`config.mk`:
```
export PLATFORM = sky130hd
export DESIGN_NAME = rr_arb_mux
export DESIGN_NICKNAME = d
export VERILOG_FILES = /design/src/rtl/mux_pkg.sv /design/src/rtl/rr_arbiter.sv /design/src/rtl/rr_arb_mux.sv
export SDC_FILE = /design/constraint.sdc
export NUM_CORES = 1
export LEC_CHECK = 0
export CAP_MARGIN = 20
export CORE_ASPECT_RATIO = 0.5
export CORE_MARGIN = 5
export CORE_UTILIZATION = 30
export CTS_CLUSTER_DIAMETER = 60
export DETAILED_ROUTE_END_ITERATION = 6
export PLACE_DENSITY = 0.71
export SETUP_SLACK_MARGIN = 0.3
export SYNTH_ARGS = -nofsm -noshare
export SYNTH_HDL_FRONTEND = slang
export SYNTH_SLANG_ARGS = --single-unit
```
`constraint.sdc`:
```
create_clock -name clk -period 3.6 [get_ports clk]
set_clock_uncertainty 0.05 [all_clocks]
set_input_delay 0.9 -clock clk [delete_from_list [all_inputs] [get_ports clk]]
set_output_delay 0.9 -clock clk [all_outputs]
set_load 0.02 [all_outputs]
```
`src/rtl/mux_pkg.sv`:
```
// Shared helpers for the mux family: channel-index width and index wrap.
package mux_pkg;

    // Width of a channel index; never narrower than one bit.
    function automatic int sel_w(input int ch);
        return (ch > 1) ? $clog2(ch) : 1;
    endfunction

    // Wraps an index that may have run at most one lap past ch-1.
    // A subtract instead of a modulo keeps the logic small for odd CH.
    function automatic int idx_wrap(input int i, input int ch);
        return (i >= ch) ? i - ch : i;
    endfunction

endpackage

```
`src/rtl/rr_arbiter.sv`:
```
// Combinational round-robin arbiter: first request at or after ptr wins.
module rr_arbiter import mux_pkg::*; #(
    parameter int CH    = 4,
    parameter int SEL_W = sel_w(CH)
) (
    input  logic [CH-1:0]    req,
    input  logic [SEL_W-1:0] ptr,
    input  logic             en,
    output logic [CH-1:0]    gnt,
    output logic [SEL_W-1:0] gnt_idx
);

    logic             found;
    logic [SEL_W-1:0] cand;

    // Scan CH positions starting at ptr; gnt_idx is valid even when en is low.
    always_comb begin
        gnt     = '0;
        gnt_idx = '0;
        found   = 1'b0;
        cand    = '0;
        for (int k = 0; k < CH; k++) begin
            cand = SEL_W'(idx_wrap(int'(ptr) + k, CH));
            if (!found && req[cand]) begin
                found   = 1'b1;
                gnt_idx = cand;
            end
        end
        if (en && found) begin
            gnt[gnt_idx] = 1'b1;
        end
    end

endmodule

```
`src/rtl/rr_arb_mux.sv`:
```
// Registered round-robin N-bit mux with valid/ready on every channel.
// Optional packet lock (in_last/out_last ports) enabled by RR_ARB_MUX_LOCK_EN.
module rr_arb_mux import mux_pkg::*; #(
    parameter int N     = 64,
    parameter int CH    = 4,
    parameter int SEL_W = $clog2(CH)
) (
    input  logic             clk,
    input  logic             reset,
    input  logic [CH-1:0]    in_valid,
    input  logic [CH*N-1:0]  in_data,
    output logic [CH-1:0]    in_ready,
    output logic             out_valid,
    output logic [N-1:0]     out_data,
    output logic [SEL_W-1:0] out_sel,
    input  logic             out_ready
`ifdef RR_ARB_MUX_LOCK_EN
    ,
    input  logic [CH-1:0]    in_last,
    output logic             out_last
`endif
);

    logic             load;
    logic [CH-1:0]    eligible;
    logic [CH-1:0]    arb_gnt;
    logic [SEL_W-1:0] arb_idx;
    logic [N-1:0]     sel_data;

    logic             out_valid_q, out_valid_d;
    logic [N-1:0]     out_data_q,  out_data_d;
    logic [SEL_W-1:0] out_sel_q,   out_sel_d;
    logic [SEL_W-1:0] ptr_q,       ptr_d;
`ifdef RR_ARB_MUX_LOCK_EN
    logic             out_last_q,  out_last_d;
    logic             locked_q,    locked_d;
    logic             sel_last;
    logic [CH-1:0]    lock_mask;
`endif

    // The output register can take a new beat when empty or being drained.
    always_comb load = !out_valid_q || out_ready;

`ifdef RR_ARB_MUX_LOCK_EN
    // While locked, ptr_q still points at the locked channel, so it doubles as the mask.
    always_comb begin
        lock_mask = '0;
        for (int c = 0; c < CH; c++) begin
            lock_mask[c] = (int'(ptr_q) == c);
        end
        eligible = locked_q ? (in_valid & lock_mask) : in_valid;
    end
`else
    // Every valid channel competes on every beat.
    always_comb eligible = in_valid;
`endif

    rr_arbiter #(
        .CH    (CH),
        .SEL_W (SEL_W)
    ) u_arb (
        .req     (eligible),
        .ptr     (ptr_q),
        .en      (load && !reset),
        .gnt     (arb_gnt),
        .gnt_idx (arb_idx)
    );

    assign in_ready = arb_gnt;

    // Select the winner's data (and last) by index.
    always_comb begin
        sel_data = '0;
`ifdef RR_ARB_MUX_LOCK_EN
        sel_last = 1'b0;
`endif
        for (int c = 0; c < CH; c++) begin
            if (int'(arb_idx) == c) begin
                sel_data = in_data[c*N +: N];
`ifdef RR_ARB_MUX_LOCK_EN
                sel_last = in_last[c];
`endif
            end
        end
    end

    // Next-state: load on grant, drain to empty on an idle load, hold on stall.
    always_comb begin
        out_valid_d = out_valid_q;
        out_data_d  = out_data_q;
        out_sel_d   = out_sel_q;
        ptr_d       = ptr_q;
`ifdef RR_ARB_MUX_LOCK_EN
        out_last_d  = out_last_q;
        locked_d    = locked_q;
`endif
        if (|arb_gnt) begin
            out_valid_d = 1'b1;
            out_data_d  = sel_data;
            out_sel_d   = arb_idx;
            ptr_d       = SEL_W'(idx_wrap(int'(arb_idx) + 1, CH));
`ifdef RR_ARB_MUX_LOCK_EN
            out_last_d  = sel_last;
            locked_d    = !sel_last;
            if (!sel_last) begin
                ptr_d = arb_idx;
            end
`endif
        end else if (load) begin
            out_valid_d = 1'b0;
        end
    end

    // State registers with synchronous reset; a held beat is dropped on reset.
    always_ff @(posedge clk) begin
        if (reset) begin
            out_valid_q <= 1'b0;
            out_data_q  <= '0;
            out_sel_q   <= '0;
            ptr_q       <= '0;
`ifdef RR_ARB_MUX_LOCK_EN
            out_last_q  <= 1'b0;
            locked_q    <= 1'b0;
`endif
        end else begin
            out_valid_q <= out_valid_d;
            out_data_q  <= out_data_d;
            out_sel_q   <= out_sel_d;
            ptr_q       <= ptr_d;
`ifdef RR_ARB_MUX_LOCK_EN
            out_last_q  <= out_last_d;
            locked_q    <= locked_d;
`endif
        end
    end

    assign out_valid = out_valid_q;
    assign out_data  = out_data_q;
    assign out_sel   = out_sel_q;
`ifdef RR_ARB_MUX_LOCK_EN
    assign out_last  = out_last_q;
`endif

endmodule

```
==> impl_metrics.yaml, run 1 <==
detailed_routing:
  via_count: 5991
  first_pass_iters: 5
  vias_per_cell: 5.81
  routed_wl_um: 23100
  drc_errors: 0
  drtIter0Drc: 363
  wl_per_cell_um: 22.3
  ant_nets: 0
setup_path:
  cp_slowest_cell: "clkdlybuf4s50_1"
  crit_chain: "clkdlybuf4s50_1 -> nor2b_1 -> or3_1 -> nor3_2 -> clkdlybuf4s15_2"
  critPathLaunchType: "primary input"
  critPathRequiredTime_ns: 2.65
  arrival_ns: 2.31
  crit_type: "in -> out"
  cp-end-kind: "output port"
  path_max_fanout: 2
  slowest_delay_ns: 0.46
clocking:
  cts_tree: "done"
  cts-root-buf: "clkbuf_16"
  clk_latency_ns: 0.32
  clkSlewWorstSetupHoldPaths_ns: 0.05
  max-clock-path-buffers: 2
  cts_sinks: 69
  h-tree-depth: 3
  numCtsBuffers: 9
floorplanning:
  fp-row-count: 32
  start_util: 0.306
  die_area_mm2: 0.0185
  coreArea_mm2: 0.0154
  fp.dieH_um: 98.7
  fp.dieW_um: 187
  io_pins: 334
power:
  clockPowerShare: 0.207
  switchingPower_w: 0.00150
  pwr-share-comb: 0.546
  p_leak_nw: 2.85
  power_frac_seq: 0.247
  power_density_mw_per_mm2: 456
  ir_drop_mv: 0.240
  power_w: 0.00394
  p_int_w: 0.00244
  swShare: 0.380
timing:
  max_slew.worst_pin.slew_ns: 1.08
  fmax_ghz: 0.307
  finalSetupViolations: 0
  worst_slack_ns: 0.344
  fin_crit_sh: 0.904
  slew_viol_final: 0
  timing_hold_violations_final: 0
  maxSlewHeadroom: 0.281
  layout_min_cycle_time_ns: 3.26
  rsz0062_at_grt: "no"
global_routing:
  antenna_found_initial: 0
  grt_pass1_wl_um: 34600
  track_usage: 0.233
  grt_max_degree: 70
  grt_pass1_vias: 5988
  grt.overflow.total: 0
hold_path:
  timing.hold.worst.class: "reg -> reg"
finish:
  drive_gt1_frac: 0.146
  final_nets: 1091
  synthToLayoutAreaGrowth_pct: 83.0
  antenna_cells: 0
  multi_input_area_mm2: 0.00300
  final_common_cell: "clkdlybuf4s50_1"
  layout.cells.non_filler: 1032
  finalInstanceArea_mm2: 0.00863
  fillers: 1391
  register_area_mm2: 0.00138
  mostFrequentLayoutCells: "clkdlybuf4s50_1, a21oi_1, dfxtp_1, nand2_1, o221ai_1"
  final_util: 0.560
synth:
  synth_seq_cells: 69
  yosysUniqueCellTypes: 32
  syn_area_mm2: 0.00472
  syn_nets: 790
  syn_inst: 524
  ys_seq_area_frac: 0.293
  avgSynthCellArea_um2: 9.00
  yosysWarnings: 0
place:
  detailed_place_hpwl_um: 16600
  gp_congestion: 0.917
  dp_cells: 1016
  io_buffer_count: 333
  place_ws_ns: -0.395
  dpl_cell_area_mm2: 0.00833
outcome:
  status: "completed"
flow_run:
  max-cap-violations: 0
==> flip-flops by register name, indices dropped and copies added, names as in the netlist <==
signal     flops
out_data      64
out_sel        2
out_valid      1
ptr_q          2
==> timing repair <==
item	in CTS	in global routing
resized for setup	24	9
buffers inserted	2	0
setup endpoints to repair	73	69
pin swaps	1	1
hold buffers	0	0
==> synthesized netlist by cell type <==
| cell type | number | area, um2 |
|---|---|---|
| a211o_1 | 4 | 35.0 |
| a211oi_1 | 1 | 7.51 |
| a21oi_1 | 74 | 370 |
| a21oi_4 | 1 | 16.3 |
| a221o_1 | 59 | 591 |
| a221oi_1 | 4 | 35.0 |
| a311oi_1 | 15 | 131 |
| a311oi_2 | 50 | 751 |
| and2_1 | 2 | 12.5 |
| buf_2 | 13 | 65.1 |
| buf_4 | 2 | 15.0 |
| buf_6 | 7 | 78.8 |
| clkbuf_1 | 56 | 210 |
| clkinv_1 | 1 | 3.75 |
| dfxtp_1 | 69 | 1380 |
| ha_1 | 3 | 37.5 |
| inv_1 | 9 | 33.8 |
| nand2_1 | 67 | 251 |
| nand2b_4 | 1 | 13.8 |
| nand3_1 | 2 | 10.0 |
| nor2_1 | 6 | 22.5 |
| nor2_4 | 1 | 11.3 |
| nor2b_1 | 2 | 12.5 |
| nor3_1 | 4 | 20.0 |
| nor3_2 | 1 | 10.0 |
| nor4_1 | 1 | 6.26 |
| o21a_1 | 1 | 7.51 |
| o21ai_0 | 3 | 15.0 |
| o21ai_2 | 2 | 17.5 |
| o221ai_1 | 60 | 526 |
| o22ai_1 | 1 | 6.26 |
| or3_1 | 2 | 12.5 |
==> routing by layer <==
metal  GRT usage  part of all wire  vias up
li1            -                 -     2772
met1       0.283              0.42     2987
met2       0.422              0.51      194
met3      0.0449             0.045       38
met4      0.0676             0.026        0
met5           0                 0        -
==> cells by family after synthesis <==
group                      after synthesis  synth area share
AOI/OAI and AO/OA                      275             0.532
and+or+nand+nor                         89            0.0812
buffers and inverters                   88            0.0862
DFF                                     69             0.293
adders and majority gates                3           0.00796
==> worst paths after layout <==
check                                start           to  slack [ns]  cells after the start
worst max-delay path             out_ready  in_ready[3]        0.34                      5
worst min register to register  out_sel[0]   out_sel[0]        0.42                      2
worst max register to register    ptr_q[1]  out_data[9]        0.72                     10
worst min-delay path            out_sel[0]   out_sel[0]        0.42                      2
==> power groups by stage <==
stage	sequential [W]	clock, W	combinational, W
floorplan	0.00114	0	0.00104
global placement	0.000984	0	0.00211
detailed placement	0.000987	0	0.00213
CTS	0.000973	0.000838	0.00215
global route	0.000989	0.000864	0.00228
finish	0.000973	0.000816	0.00215
==> layout make-up <==
class / instances / share of cell area
Tap cell: 204 / 0.0296
Clock buffer: 12 / 0.0297
Sequential cell: 69 / 0.160
Multi-Input combinational cell: 367 / 0.347
Timing Repair Buffer: 368 / 0.428
Clock inverter: 2 / 0.00116
Inverter: 10 / 0.00435
==> critical path: cells and delay by family <==
kind | cells | cell delay (ns)
and+or+nand+nor | 3 | 0.65
buffers and inverters | 2 | 0.75
==> metrics by stage <==
step                      hold slack, ns  TNS [ns]
after floorplan                    0.498         0
after global placement             0.414    -13.07
after detailed placement           0.415    -20.03
after CTS                          0.423         0
after global routing               0.490         0
final                              0.425         0
No activity file was read; power rests on OpenSTA's default activity.
==> run 2, diff against run 1 <==
--- a/config.mk
+++ b/config.mk
@@ -9,7 +9,7 @@
 export CORE_ASPECT_RATIO = 0.5
 export CORE_MARGIN = 5
 export CORE_UTILIZATION = 30
-export CTS_CLUSTER_DIAMETER = 60
+export CTS_CLUSTER_DIAMETER = 50
 export DETAILED_ROUTE_END_ITERATION = 6
 export PLACE_DENSITY = 0.71
 export SETUP_SLACK_MARGIN = 0.3
==> results of run 2 <==
No change in the layout: final DEF, timing and power equal those of run 1.
==> run 3, diff against run 2 <==
--- a/config.mk
+++ b/config.mk
@@ -13,6 +13,7 @@
 export DETAILED_ROUTE_END_ITERATION = 6
 export PLACE_DENSITY = 0.71
 export SETUP_SLACK_MARGIN = 0.3
+export SLEW_MARGIN = 20
 export SYNTH_ARGS = -nofsm -noshare
 export SYNTH_HDL_FRONTEND = slang
 export SYNTH_SLANG_ARGS = --single-unit
==> results of run 3 <==
No change in the layout: final DEF, timing and power equal those of run 1.
